## config.mk

```make
export PLATFORM = sky130hd
export DESIGN_NAME = user_command_issuer_flat
export DESIGN_NICKNAME = d
export VERILOG_FILES = /design/src/rtl/user_proto_pkg.sv /design/src/rtl/user_command_issuer_if.sv /design/src/rtl/user_response_checker.sv /design/src/rtl/user_command_issuer.sv /design/src/flat_wrapper.sv
export SDC_FILE = /design/constraint.sdc
export NUM_CORES = 1
export LEC_CHECK = 0
export BUFFER_PORTS_ARGS = -buffer_cell sky130_fd_sc_hd__buf_2
export CAP_MARGIN = 10
export CORE_MARGIN = 5
export CORE_UTILIZATION = 62
export CTS_CLUSTER_SIZE = 28
export DETAILED_ROUTE_END_ITERATION = 16
export PLACE_DENSITY = 0.86
export SETUP_SLACK_MARGIN = 0.4
export SLEW_MARGIN = 40
export SYNTH_ARGS = -nofsm -noshare
export SYNTH_HDL_FRONTEND = slang
export SYNTH_SLANG_ARGS = --single-unit
```

## constraint.sdc

```tcl
create_clock -name clk -period 5.6 [get_ports clk]
set_clock_uncertainty 0.05 [all_clocks]
set_input_delay 0.56 -clock clk [delete_from_list [all_inputs] [get_ports clk]]
set_output_delay 0.56 -clock clk [all_outputs]
set_load 0.005 [all_outputs]
```

## src/rtl/user_proto_pkg.sv

```systemverilog
// user_proto_pkg: framing constants, field widths, error codes and TX states for the "!"-framed SDRAM protocol
package user_proto_pkg;
    localparam int LEN_BITS  = 24;
    localparam int ADDR_BITS = 32;

    localparam logic [7:0] CMD_HDR     = 8'h21;
    localparam logic [7:0] CMD_RD      = 8'h52;
    localparam logic [7:0] CMD_WR      = 8'h57;
    localparam logic [7:0] CMD_VERSION = 8'h56;
    localparam logic [7:0] RSP_WR_ACK  = 8'h77;
    localparam logic [7:0] RSP_NAK     = 8'h3F;
    localparam logic [7:0] RSP_ABORT   = 8'h40;

    typedef enum logic [1:0] {
        ERR_NONE       = 2'd0,
        ERR_ECHO       = 2'd1,
        ERR_UNEXPECTED = 2'd2,
        ERR_TIMEOUT    = 2'd3
    } err_e;

    // Ordered so that the fixed header bytes advance by simple increment.
    typedef enum logic [3:0] {
        S_IDLE, S_HDR, S_CMD, S_L2, S_L1, S_L0, S_A3, S_A2, S_A1, S_A0, S_WDATA, S_RESP
    } tx_state_e;
endpackage

```

## src/rtl/user_command_issuer_if.sv

```systemverilog
// user_command_issuer_if: host-side request, write payload, read data and status bundle
interface user_command_issuer_if;
    import user_proto_pkg::*;

    logic                 req_valid;
    logic                 req_ready;
    logic [7:0]           req_cmd;
    logic [LEN_BITS-1:0]  req_len;
    logic [ADDR_BITS-1:0] req_addr;
    logic [7:0]           wr_data;
    logic                 wr_valid;
    logic                 wr_ready;
    logic [7:0]           rd_data;
    logic                 rd_valid;
    logic                 done;
    logic                 error;
    logic [1:0]           err_code;

    modport master (
        output req_valid, req_cmd, req_len, req_addr, wr_data, wr_valid,
        input  req_ready, wr_ready, rd_data, rd_valid, done, error, err_code
    );

    modport slave (
        input  req_valid, req_cmd, req_len, req_addr, wr_data, wr_valid,
        output req_ready, wr_ready, rd_data, rd_valid, done, error, err_code
    );
endinterface

```

## src/rtl/user_response_checker.sv

```systemverilog
// user_response_checker: validates the echo, forwards read/version bytes, and raises done/error/timeout
module user_response_checker
    import user_proto_pkg::*;
#(
    parameter int VERSION_LEN    = 8,
    parameter int TIMEOUT_CYCLES = 1048576
) (
    input  logic                clk,
    input  logic                reset,
    input  logic                start_i,
    input  logic                cmd_sent_i,
    input  logic [7:0]          cmd_i,
    input  logic [LEN_BITS-1:0] len_i,
    input  logic [7:0]          uart_rxd_i,
    input  logic                uart_rxd_strobe_i,
    output logic [7:0]          rd_data_o,
    output logic                rd_valid_o,
    output logic                done_o,
    output logic                error_o,
    output logic [1:0]          err_code_o
);
    localparam int TW = $clog2(TIMEOUT_CYCLES + 1);

    logic                armed_q, armed_d, listen_q, listen_d, echo_q, echo_d;
    logic [LEN_BITS-1:0] cnt_q, cnt_d, init;
    logic [TW-1:0]       tmr_q, tmr_d;
    logic [7:0]          rd_data_q, rd_data_d;
    logic                rd_valid_q, rd_valid_d, done_q, done_d, error_q, error_d;
    err_e                err_q, err_d;
    logic                known, rx;

    assign known = cmd_i == CMD_RD || cmd_i == CMD_WR || cmd_i == CMD_VERSION;
    assign init  = cmd_i == CMD_VERSION ? LEN_BITS'(VERSION_LEN) : len_i;
    assign rx    = uart_rxd_strobe_i && armed_q && (listen_q || cmd_sent_i);

    // Echo check, data forwarding and idle-timeout for the frame in flight.
    always_comb begin
        armed_d    = armed_q;
        listen_d   = listen_q;
        echo_d     = echo_q;
        cnt_d      = cnt_q;
        tmr_d      = tmr_q;
        rd_data_d  = rd_data_q;
        err_d      = err_q;
        rd_valid_d = 1'b0;
        done_d     = 1'b0;
        error_d    = 1'b0;
        if (start_i) begin
            armed_d  = 1'b1;
            listen_d = 1'b0;
            echo_d   = 1'b0;
            tmr_d    = '0;
            err_d    = ERR_NONE;
        end else if (armed_q) begin
            tmr_d    = tmr_q + 1'b1;
            listen_d = listen_q || cmd_sent_i;
            if (rx) begin
                tmr_d = '0;
                if (!echo_q) begin
                    echo_d = 1'b1;
                    cnt_d  = init;
                    if (!known) begin
                        done_d  = uart_rxd_i == RSP_NAK;
                        error_d = !done_d;
                        err_d   = done_d ? err_q : ERR_ECHO;
                    end else if (uart_rxd_i != cmd_i) begin
                        error_d = 1'b1;
                        err_d   = (uart_rxd_i == RSP_NAK || uart_rxd_i == RSP_ABORT) ? ERR_UNEXPECTED : ERR_ECHO;
                    end else begin
                        done_d = cmd_i != CMD_WR && init == '0;
                    end
                end else if (cmd_i == CMD_WR) begin
                    done_d  = uart_rxd_i == RSP_WR_ACK;
                    error_d = !done_d;
                    err_d   = done_d ? err_q : ERR_UNEXPECTED;
                end else begin
                    rd_valid_d = 1'b1;
                    rd_data_d  = uart_rxd_i;
                    cnt_d      = cnt_q - 1'b1;
                    done_d     = cnt_q == LEN_BITS'(1);
                end
            end else if (tmr_q == TW'(TIMEOUT_CYCLES - 1)) begin
                error_d = 1'b1;
                err_d   = ERR_TIMEOUT;
            end
            if (done_d || error_d) armed_d = 1'b0;
        end
    end

    // Response-tracking state register.
    always_ff @(posedge clk) begin
        if (reset) begin
            armed_q    <= 1'b0;
            listen_q   <= 1'b0;
            echo_q     <= 1'b0;
            cnt_q      <= '0;
            tmr_q      <= '0;
            rd_data_q  <= '0;
            rd_valid_q <= 1'b0;
            done_q     <= 1'b0;
            error_q    <= 1'b0;
            err_q      <= ERR_NONE;
        end else begin
            armed_q    <= armed_d;
            listen_q   <= listen_d;
            echo_q     <= echo_d;
            cnt_q      <= cnt_d;
            tmr_q      <= tmr_d;
            rd_data_q  <= rd_data_d;
            rd_valid_q <= rd_valid_d;
            done_q     <= done_d;
            error_q    <= error_d;
            err_q      <= err_d;
        end
    end

    assign rd_data_o  = rd_data_q;
    assign rd_valid_o = rd_valid_q;
    assign done_o     = done_q;
    assign error_o    = error_q;
    assign err_code_o = err_q;
endmodule

```

## src/rtl/user_command_issuer.sv

```systemverilog
// user_command_issuer: serialises one request as a "!"-framed command to the UART and tracks the device response
module user_command_issuer
    import user_proto_pkg::*;
#(
    parameter int VERSION_LEN    = 8,
    parameter int TIMEOUT_CYCLES = 1048576
) (
    input  logic                 clk,
    input  logic                 reset,
    user_command_issuer_if.slave host,
    output logic [7:0]           uart_txd,
    output logic                 uart_txd_strobe,
    input  logic                 uart_txd_ready,
    input  logic [7:0]           uart_rxd,
    input  logic                 uart_rxd_strobe
);
    tx_state_e            state_q, state_d;
    logic [7:0]           cmd_q, cmd_d, tx_byte;
    logic [LEN_BITS-1:0]  len_q, len_d;
    logic [ADDR_BITS-1:0] addr_q, addr_d;
    logic                 gap_q, start, fin, send, rw;

    assign fin   = host.done || host.error;
    assign start = state_q == S_IDLE && host.req_valid;
    assign rw    = cmd_q == CMD_RD || cmd_q == CMD_WR;
    // The gap flag forces an idle cycle after every strobe; reset and completion silence tx immediately.
    assign send  = !reset && !fin && uart_txd_ready && !gap_q && state_q != S_IDLE && state_q != S_RESP &&
                   (state_q != S_WDATA || host.wr_valid);

    assign uart_txd        = send ? tx_byte : 8'h00;
    assign uart_txd_strobe = send;
    assign host.wr_ready   = send && state_q == S_WDATA;
    assign host.req_ready  = state_q == S_IDLE;

    // Byte presented for the current transmit state.
    always_comb begin
        tx_byte = 8'h00;
        case (state_q)
            S_HDR:   tx_byte = CMD_HDR;
            S_CMD:   tx_byte = cmd_q;
            S_L2:    tx_byte = len_q[23:16];
            S_L1:    tx_byte = len_q[15:8];
            S_L0:    tx_byte = len_q[7:0];
            S_A3:    tx_byte = addr_q[31:24];
            S_A2:    tx_byte = addr_q[23:16];
            S_A1:    tx_byte = addr_q[15:8];
            S_A0:    tx_byte = addr_q[7:0];
            S_WDATA: tx_byte = host.wr_data;
            default: tx_byte = 8'h00;
        endcase
    end

    // Frame sequencing: latch on accept, advance per sent byte, return to idle on completion.
    always_comb begin
        state_d = state_q;
        cmd_d   = cmd_q;
        len_d   = len_q;
        addr_d  = addr_q;
        if (start) begin
            state_d = S_HDR;
            cmd_d   = host.req_cmd;
            len_d   = host.req_len;
            addr_d  = host.req_addr;
        end else if (state_q != S_IDLE && fin) begin
            state_d = S_IDLE;
        end else if (send) begin
            case (state_q)
                S_CMD:   state_d = rw ? S_L2 : S_RESP;
                S_A0:    state_d = (cmd_q == CMD_WR && len_q != '0) ? S_WDATA : S_RESP;
                S_WDATA: begin
                    len_d   = len_q - 1'b1;
                    state_d = len_q == LEN_BITS'(1) ? S_RESP : S_WDATA;
                end
                default: state_d = tx_state_e'(state_q + 4'd1);
            endcase
        end
    end

    // Transmit-side state register.
    always_ff @(posedge clk) begin
        if (reset) begin
            state_q <= S_IDLE;
            cmd_q   <= '0;
            len_q   <= '0;
            addr_q  <= '0;
            gap_q   <= 1'b0;
        end else begin
            state_q <= state_d;
            cmd_q   <= cmd_d;
            len_q   <= len_d;
            addr_q  <= addr_d;
            gap_q   <= send;
        end
    end

    user_response_checker #(
        .VERSION_LEN   (VERSION_LEN),
        .TIMEOUT_CYCLES(TIMEOUT_CYCLES)
    ) u_checker (
        .clk              (clk),
        .reset            (reset),
        .start_i          (start),
        .cmd_sent_i       (send && state_q == S_CMD),
        .cmd_i            (cmd_q),
        .len_i            (len_q),
        .uart_rxd_i       (uart_rxd),
        .uart_rxd_strobe_i(uart_rxd_strobe),
        .rd_data_o        (host.rd_data),
        .rd_valid_o       (host.rd_valid),
        .done_o           (host.done),
        .error_o          (host.error),
        .err_code_o       (host.err_code)
    );
endmodule
```

## src/flat_wrapper.sv

```systemverilog
// flat-port wrapper written by rule: the top's interface ports become plain ports
module user_command_issuer_flat import user_proto_pkg::*;
#(
    parameter int VERSION_LEN    = 8,
    parameter int TIMEOUT_CYCLES = 1048576
)
  (clk, reset, uart_txd, uart_txd_strobe, uart_txd_ready, uart_rxd, uart_rxd_strobe, host_req_valid, host_req_cmd, host_req_len, host_req_addr, host_wr_data, host_wr_valid, host_req_ready, host_wr_ready, host_rd_data, host_rd_valid, host_done, host_error, host_err_code);
  user_command_issuer_if host_i ();
  input  logic clk;
  input  logic reset;
  output logic [7:0] uart_txd;
  output logic uart_txd_strobe;
  input  logic uart_txd_ready;
  input  logic [7:0] uart_rxd;
  input  logic uart_rxd_strobe;
  input wire logic [$bits(host_i.req_valid)-1:0] host_req_valid;
  input wire logic [$bits(host_i.req_cmd)-1:0] host_req_cmd;
  input wire logic [$bits(host_i.req_len)-1:0] host_req_len;
  input wire logic [$bits(host_i.req_addr)-1:0] host_req_addr;
  input wire logic [$bits(host_i.wr_data)-1:0] host_wr_data;
  input wire logic [$bits(host_i.wr_valid)-1:0] host_wr_valid;
  output wire logic [$bits(host_i.req_ready)-1:0] host_req_ready;
  output wire logic [$bits(host_i.wr_ready)-1:0] host_wr_ready;
  output wire logic [$bits(host_i.rd_data)-1:0] host_rd_data;
  output wire logic [$bits(host_i.rd_valid)-1:0] host_rd_valid;
  output wire logic [$bits(host_i.done)-1:0] host_done;
  output wire logic [$bits(host_i.error)-1:0] host_error;
  output wire logic [$bits(host_i.err_code)-1:0] host_err_code;
  assign host_i.req_valid = host_req_valid;
  assign host_i.req_cmd = host_req_cmd;
  assign host_i.req_len = host_req_len;
  assign host_i.req_addr = host_req_addr;
  assign host_i.wr_data = host_wr_data;
  assign host_i.wr_valid = host_wr_valid;
  assign host_req_ready = host_i.req_ready;
  assign host_wr_ready = host_i.wr_ready;
  assign host_rd_data = host_i.rd_data;
  assign host_rd_valid = host_i.rd_valid;
  assign host_done = host_i.done;
  assign host_error = host_i.error;
  assign host_err_code = host_i.err_code;
  user_command_issuer #(.VERSION_LEN(VERSION_LEN), .TIMEOUT_CYCLES(TIMEOUT_CYCLES)) u_core (.clk(clk), .reset(reset), .host(host_i), .uart_txd(uart_txd), .uart_txd_strobe(uart_txd_strobe), .uart_txd_ready(uart_txd_ready), .uart_rxd(uart_rxd), .uart_rxd_strobe(uart_rxd_strobe));
endmodule
```

After elaboration in Yosys (flattened, before gate mapping)
Cells that the tools add are included.

storage, ports and cells
  flip-flop bits (word level) = 130
  input port bits = 86
  logic and storage cells = 142

cells by class
  $add $sub $neg = 4
  equal/unequal tests = 29
  multiplexer cells = 45
  bitwise gates (word level) = 5
  reduce and logical (&&, ||, !) cells = 43

operators with widths
  operator                                                                  number
  24-bit 2-to-1 mux                                                         7
  8-bit case mux with 10 select lines                                       1
  24-bit by 1-bit equality test with 1-bit output (second input constant)   2
  24-bit by 1-bit subtractor with 24-bit output (second input constant)     2
  8-bit by 7-bit equality test with 1-bit output (second input constant)    5
  24-bit zero test                                                          1
  1-bit 2-to-1 mux                                                          24
  24-bit nonzero test                                                       1
  21-bit by 1-bit adder with 21-bit output (second input constant)          1
  21-bit by 20-bit equality test with 1-bit output (second input constant)  1
  21-bit 2-to-1 mux                                                         1
  2-bit 2-to-1 mux                                                          9
  4-bit by 3-bit equality test with 1-bit output (second input constant)    4
  1-bit logical AND                                                         14
  4-bit equality test (second input constant)                               3
  4-bit != test (second input constant)                                     3
  4-bit case mux with 3 select lines                                        1
  4-bit by 2-bit equality test with 1-bit output (second input constant)    2
  8-bit by 6-bit equality test with 1-bit output (second input constant)    1
  8-bit 2-to-1 mux                                                          1
  8-bit by 7-bit != test with 1-bit output (second input constant)          1
  8-bit != test                                                             1
  1-bit logical OR                                                          7
  6-bit AND reduction                                                       1
  other kinds (21)                                                          32

Logic depth before layout (Yosys ltp)
  word-level depth = 18
  gate-level depth with buffers = 10
  mapped depth without buffers = 8

By module
A second synthesis with hierarchy kept.

second synthesis, totals
  cell total of the unflattened synthesis = 914
  area, all modules = 7,090.6 µm²

modules (own cells, without submodules)
  module                 instances  cells an instance  area an instance (µm²)  seq. area each (µm²)
  user_command_issuer    1          502                3,786.1                 1,381.3
  user_response_checker  1          412                3,304.4                 1,221.2

Worst setup path after synthesis
Ideal clock, no wire load.

  path type = reg-to-output
  start = register u_core.state_q[0]
  end = output uart_txd[1]
  arrival = 2,116 ps
  data required time = 4,990 ps
  slack = 2,874 ps
  stages on the path, launching flop included = 9
  path buffers = 1
  cells stage by stage = dfxtp_1 -> inv_1 -> ha_1 -> clkbuf_1 -> mux2i_1 -> o211ai_1 -> nor2_1 -> nand3_1 -> a31oi_1

between the ends
  word-level cells in the longest chain between the ends = 5
  elaborated cells on any way between the ends = 19
  those cells by class = 12 x eq/ne; 2 x mux; 5 x reduce/logical

ends and longest elaborated chain
  what                             line                       text
  start, declared                  user_command_issuer.sv:17  tx_state_e state_q, state_d;
  start signal, assigned           user_command_issuer.sv:88  state_q <= state_d;
  4-bit nonzero test               user_command_issuer.sv:27  assign send = !reset && !fin && uart_txd_ready && !gap_q && state_q != S_IDLE && state_q != S_RESP &&
  1-bit logical AND (2 in series)  user_command_issuer.sv:27
  1-bit logical AND (*)            user_command_issuer.sv:27
  via uart_txd_strobe              flat_wrapper.sv:12         output logic uart_txd_strobe;
  8-bit 2-to-1 mux (*)             user_command_issuer.sv:30  assign uart_txd = send ? tx_byte : 8'h00;
  end, declared                    flat_wrapper.sv:11         output logic [7:0] uart_txd;

Mark *: on every way through the listed nets, which the timed path passes. The rest lies on a longest branch.

Final worst setup path
  start = register u_core.state_q[0]
  end = output uart_txd[7]

between the ends
  word-level cells in the longest chain between the ends = 5
  elaborated cells on any way between the ends = 19
  those cells by class = 12 x eq/ne; 2 x mux; 5 x reduce/logical

ends and longest elaborated chain
  what                                                                                         line
  parallel branches: the longest is 4 deep, another holds 8-bit case mux with 10 select lines  --
  8-bit 2-to-1 mux (*)                                                                         user_command_issuer.sv:30

Every way passes the cells marked *.

==> impl_metrics.env <==
export IMPL_synthesis_area_um2=7183
export IMPL_synth_edf_count=0
export IMPL_postSynth_asyncResetShare_pct=0
export IMPL_track_usage_pct=29.70
export IMPL_die_h_um=117.6
export IMPL_max_cap_violations=0
export IMPL_drive_gt1_share_pct=18.13
export IMPL_p_int_mw=1.719
export IMPL_route_detailed_drc=0
export IMPL_cp_end_kind="output port"
export IMPL_switching_power_mw=0.5914
export IMPL_tightest_slew_ns=0.7967
export IMPL_cts_tree="built"
export IMPL_hpwl_mm=14.00
export IMPL_ys_flop_type="dfxtp_1"
export IMPL_ioPinCount=110
export IMPL_crit_fanout=22
export IMPL_run_status="completed"
export IMPL_hold_start="host_req_cmd[5]"
export IMPL_cts_hold_buf=0
export IMPL_post_cts_setup_buffers=0
export IMPL_yosysTopAreaCell="dfxtp_1"
export IMPL_place_area_um2=7726
export IMPL_power_leakage_nw=3.037
export IMPL_rr_worst_depth=7
export IMPL_grt_pass1_wl_mm=34.29
export IMPL_ys_seq_area_share_pct=36.23
export IMPL_fin_area_um2=8299
export IMPL_critPathKind="register to output port"
export IMPL_num_rows=39
export IMPL_fill_cells=873
export IMPL_start_util_pct=63.18
export IMPL_rrSetupSlack_ns=2.55
export IMPL_cts_sinks=130
export IMPL_setup_tns_ns=0
export IMPL_drtIter0Drc=956
export IMPL_ant_nets=0
export IMPL_crit_required_ns=4.99
export IMPL_wl_per_cell_um=18.77
export IMPL_finalHoldViolCount=0
export IMPL_seqPwrFrac_pct=44.4
export IMPL_num_nets_final=1066
export IMPL_startpoint_type="register"
export IMPL_syn_inst=905
export IMPL_netlist_top_cells_area="dfxtp_1, nand2_1, a21oi_1, nor2_1, xnor2_1"
export IMPL_clk_root_buffer_cell="clkbuf_16"
export IMPL_die_w_um=117.6
export IMPL_worstReg2RegStart="u_core.state_q[0]$_SDFFE_PP0P_"
export IMPL_holdPathEnd="u_core.cmd_q[5]$_SDFFE_PP0P_"
export IMPL_yosysTopAreaCellShare_pct=36.23
export IMPL_hold_path_class="input pin to register"
export IMPL_vias=7358
export IMPL_critPathSlowestCell="nor2_1"
export IMPL_power_frac_comb_pct=10.9
export IMPL_irDropWorstVdd_v=0.0002829
export IMPL_clockBufferDepth=2
export IMPL_numPortBuffers=109
export IMPL_dr_pass1_iters=7
export IMPL_n_antenna_cell=0
export IMPL_layout_setup_ws_ns=1.765
export IMPL_finalCritPeriodShare_pct=68.48
export IMPL_synth_commonest_cells="dfxtp_1, nand2_1, nor2_1"
export IMPL_layout_cells_non_filler=1125
export IMPL_ctsHtreeMaxLevel=4
export IMPL_dp_slack_ns=2.161
export IMPL_crit_chain="inv_1 > ha_2 > mux2i_1 > o211ai_1 > nor2_1 > nand3_1 > a21oi_1 > buf_2"
export IMPL_worstPathArrival_ns=3.23
export IMPL_p_sw_share_pct=25.60
export IMPL_grt_overflow_total=0
export IMPL_slew_limit_headroom_pct=46.73
export IMPL_max_stage_delay_ns=0.52
export IMPL_core_area_um2=11370
export IMPL_synth_seq_cells=130
export IMPL_synth_net_count=1000
export IMPL_fmax_mhz=260.7
export IMPL_grt_pass1_vias=6907
export IMPL_final_setup_viol_count=0
export IMPL_rsz0062_at_grt="false"
export IMPL_antenna_found_initial=0
export IMPL_powerDensity_nw_per_um2=278.4
export IMPL_p_clk_share_pct=44.8
export IMPL_insertion_delay_ns=0.42
export IMPL_gp_congestion=0.9280
export IMPL_slew_violations=0
export IMPL_worstReg2RegEnd="u_core.u_checker.cnt_q[23]$_SDFFE_PP0P_"
export IMPL_ys_types=79
export IMPL_avgSynthCellArea_um2=7.937
export IMPL_clk_pin_slew_ns=0.05
export IMPL_place_inst=1095
export IMPL_yosysWarnings=0
export IMPL_synthToLayoutAreaGrowth_pct=15.54
export IMPL_min_period_ns=3.835
export IMPL_viasPerCell=6.540
export IMPL_cts_resized=0
export IMPL_min_path_cells=3
export IMPL_die_area_um2=13840
export IMPL_cts_buffers_inserted=17
export IMPL_drt_wl_total_mm=21.12
export IMPL_grt_max_degree=87
[logic make-up (layout without fill, tap and decap cells)]
| group | Yosys count | count (layout) | share of synthesized area [%] |
|---|---|---|---|
| adder cells (fa/ha/maj) | 9 | 9 | 1.568 |
| multiplexers | 13 | 13 | 1.829 |
| flip-flops | 130 | 130 | 36.23 |
| buffers and inverters | 87 | 164 | 4.755 |
| AND/OR/NAND/NOR | 381 | 381 | 27.36 |
| XOR/XNOR | 52 | 52 | 6.340 |
| AO/OA/AOI/OAI | 233 | 233 | 21.91 |
[worst max path at each step]
stage                                        start  slack, ns  cells after the start     endpoint
floorplan           u_core.state_q[0]$_SDFFE_PP0P_       2.87                      8  uart_txd[1]
global placement    u_core.state_q[0]$_SDFFE_PP0P_       2.36                      8  uart_txd[1]
detailed placement  u_core.state_q[0]$_SDFFE_PP0P_       2.16                      8  uart_txd[1]
CTS                 u_core.state_q[0]$_SDFFE_PP0P_       1.64                      8  uart_txd[1]
global route        u_core.state_q[0]$_SDFFE_PP0P_       1.53                      8  uart_txd[2]
finish              u_core.state_q[0]$_SDFFE_PP0P_       1.76                      8  uart_txd[7]
[flip-flops by register name (all words and copies together), names as in the netlist, 2 cells and up]
register	cells
u_core.u_checker.cnt_q	24
u_core.addr_q	32
u_core.len_q	24
u_core.u_checker.err_code_o	2
u_core.cmd_q	8
u_core.u_checker.rd_data_o	8
u_core.u_checker.tmr_q	21
u_core.state_q	4
[critical path, delay by kind of cell (launching register included)]
family	cells	cell delay (ns)
fa+ha+maj	1	0.36
mux	1	0.36
simple gates	2	0.91
flops	1	0.43
buf+inv	2	0.27
compound gates	2	0.48
[power groups by stage]
stage	Sequential (mW)	Clock (mW)	Combinational, mW
global route	1.03	1.09	0.277
finish	1.02	1.03	0.251
global placement	1.04	0	0.239
floorplan	1.01	0	0.176
detailed placement	1.04	0	0.245
CTS	1.02	1.03	0.248
[layer usage]
layer  wire length, um  GRT usage [%]  vias to the layer above
li1                  -              -                     3451
met1              8659          38.00                     3392
met2              9543          45.51                      414
met3              1898          7.448                      101
met4              1014          16.85                        0
met5                 0              0                        -
[through the flow]
stage	total power [mW]	hold WS, ns	utilization [%]
4_1_cts	2.304	0.3221	72.79
6_report	2.310	0.3241	72.99
3_5_place_dp	1.285	0.3966	67.95
5_1_grt	2.389	0.3231	72.99
3_3_place_gp	1.278	0.3924	67.86
2_1_floorplan	1.189	0.3857	-
[placed cells by master (no fill, tap or decap), types with 12 or more instances in the layout]
cell / synthesis / final
nand2_1: 130 / 130
dfxtp_1: 130 / 128
buf_2: 9 / 109
nor2_1: 80 / 80
a21oi_1: 78 / 78
o21ai_0: 34 / 34
xnor2_1: 34 / 34
nor4_1: 30 / 28
nor3_1: 27 / 26
a211oi_1: 25 / 25
nand3_1: 22 / 22
inv_1: 20 / 20
a22oi_1: 19 / 19
xor2_1: 18 / 18
clkbuf_16: 0 / 17
nand4_1: 13 / 13
mux2i_1: 12 / 12
[final cells by class]
cell class                 instances  area, um2  area share [%]
inverter                          20      75.07          0.9046
clock inverter                     4      50.05          0.6030
clock buffer                      26      499.2           6.015
multi-input combinational        688       4304           51.86
timing repair buffer             114      586.8           7.071
tap                              143      178.9           2.156
sequential                       130       2605           31.39
(Power assumes the default switching activity.)
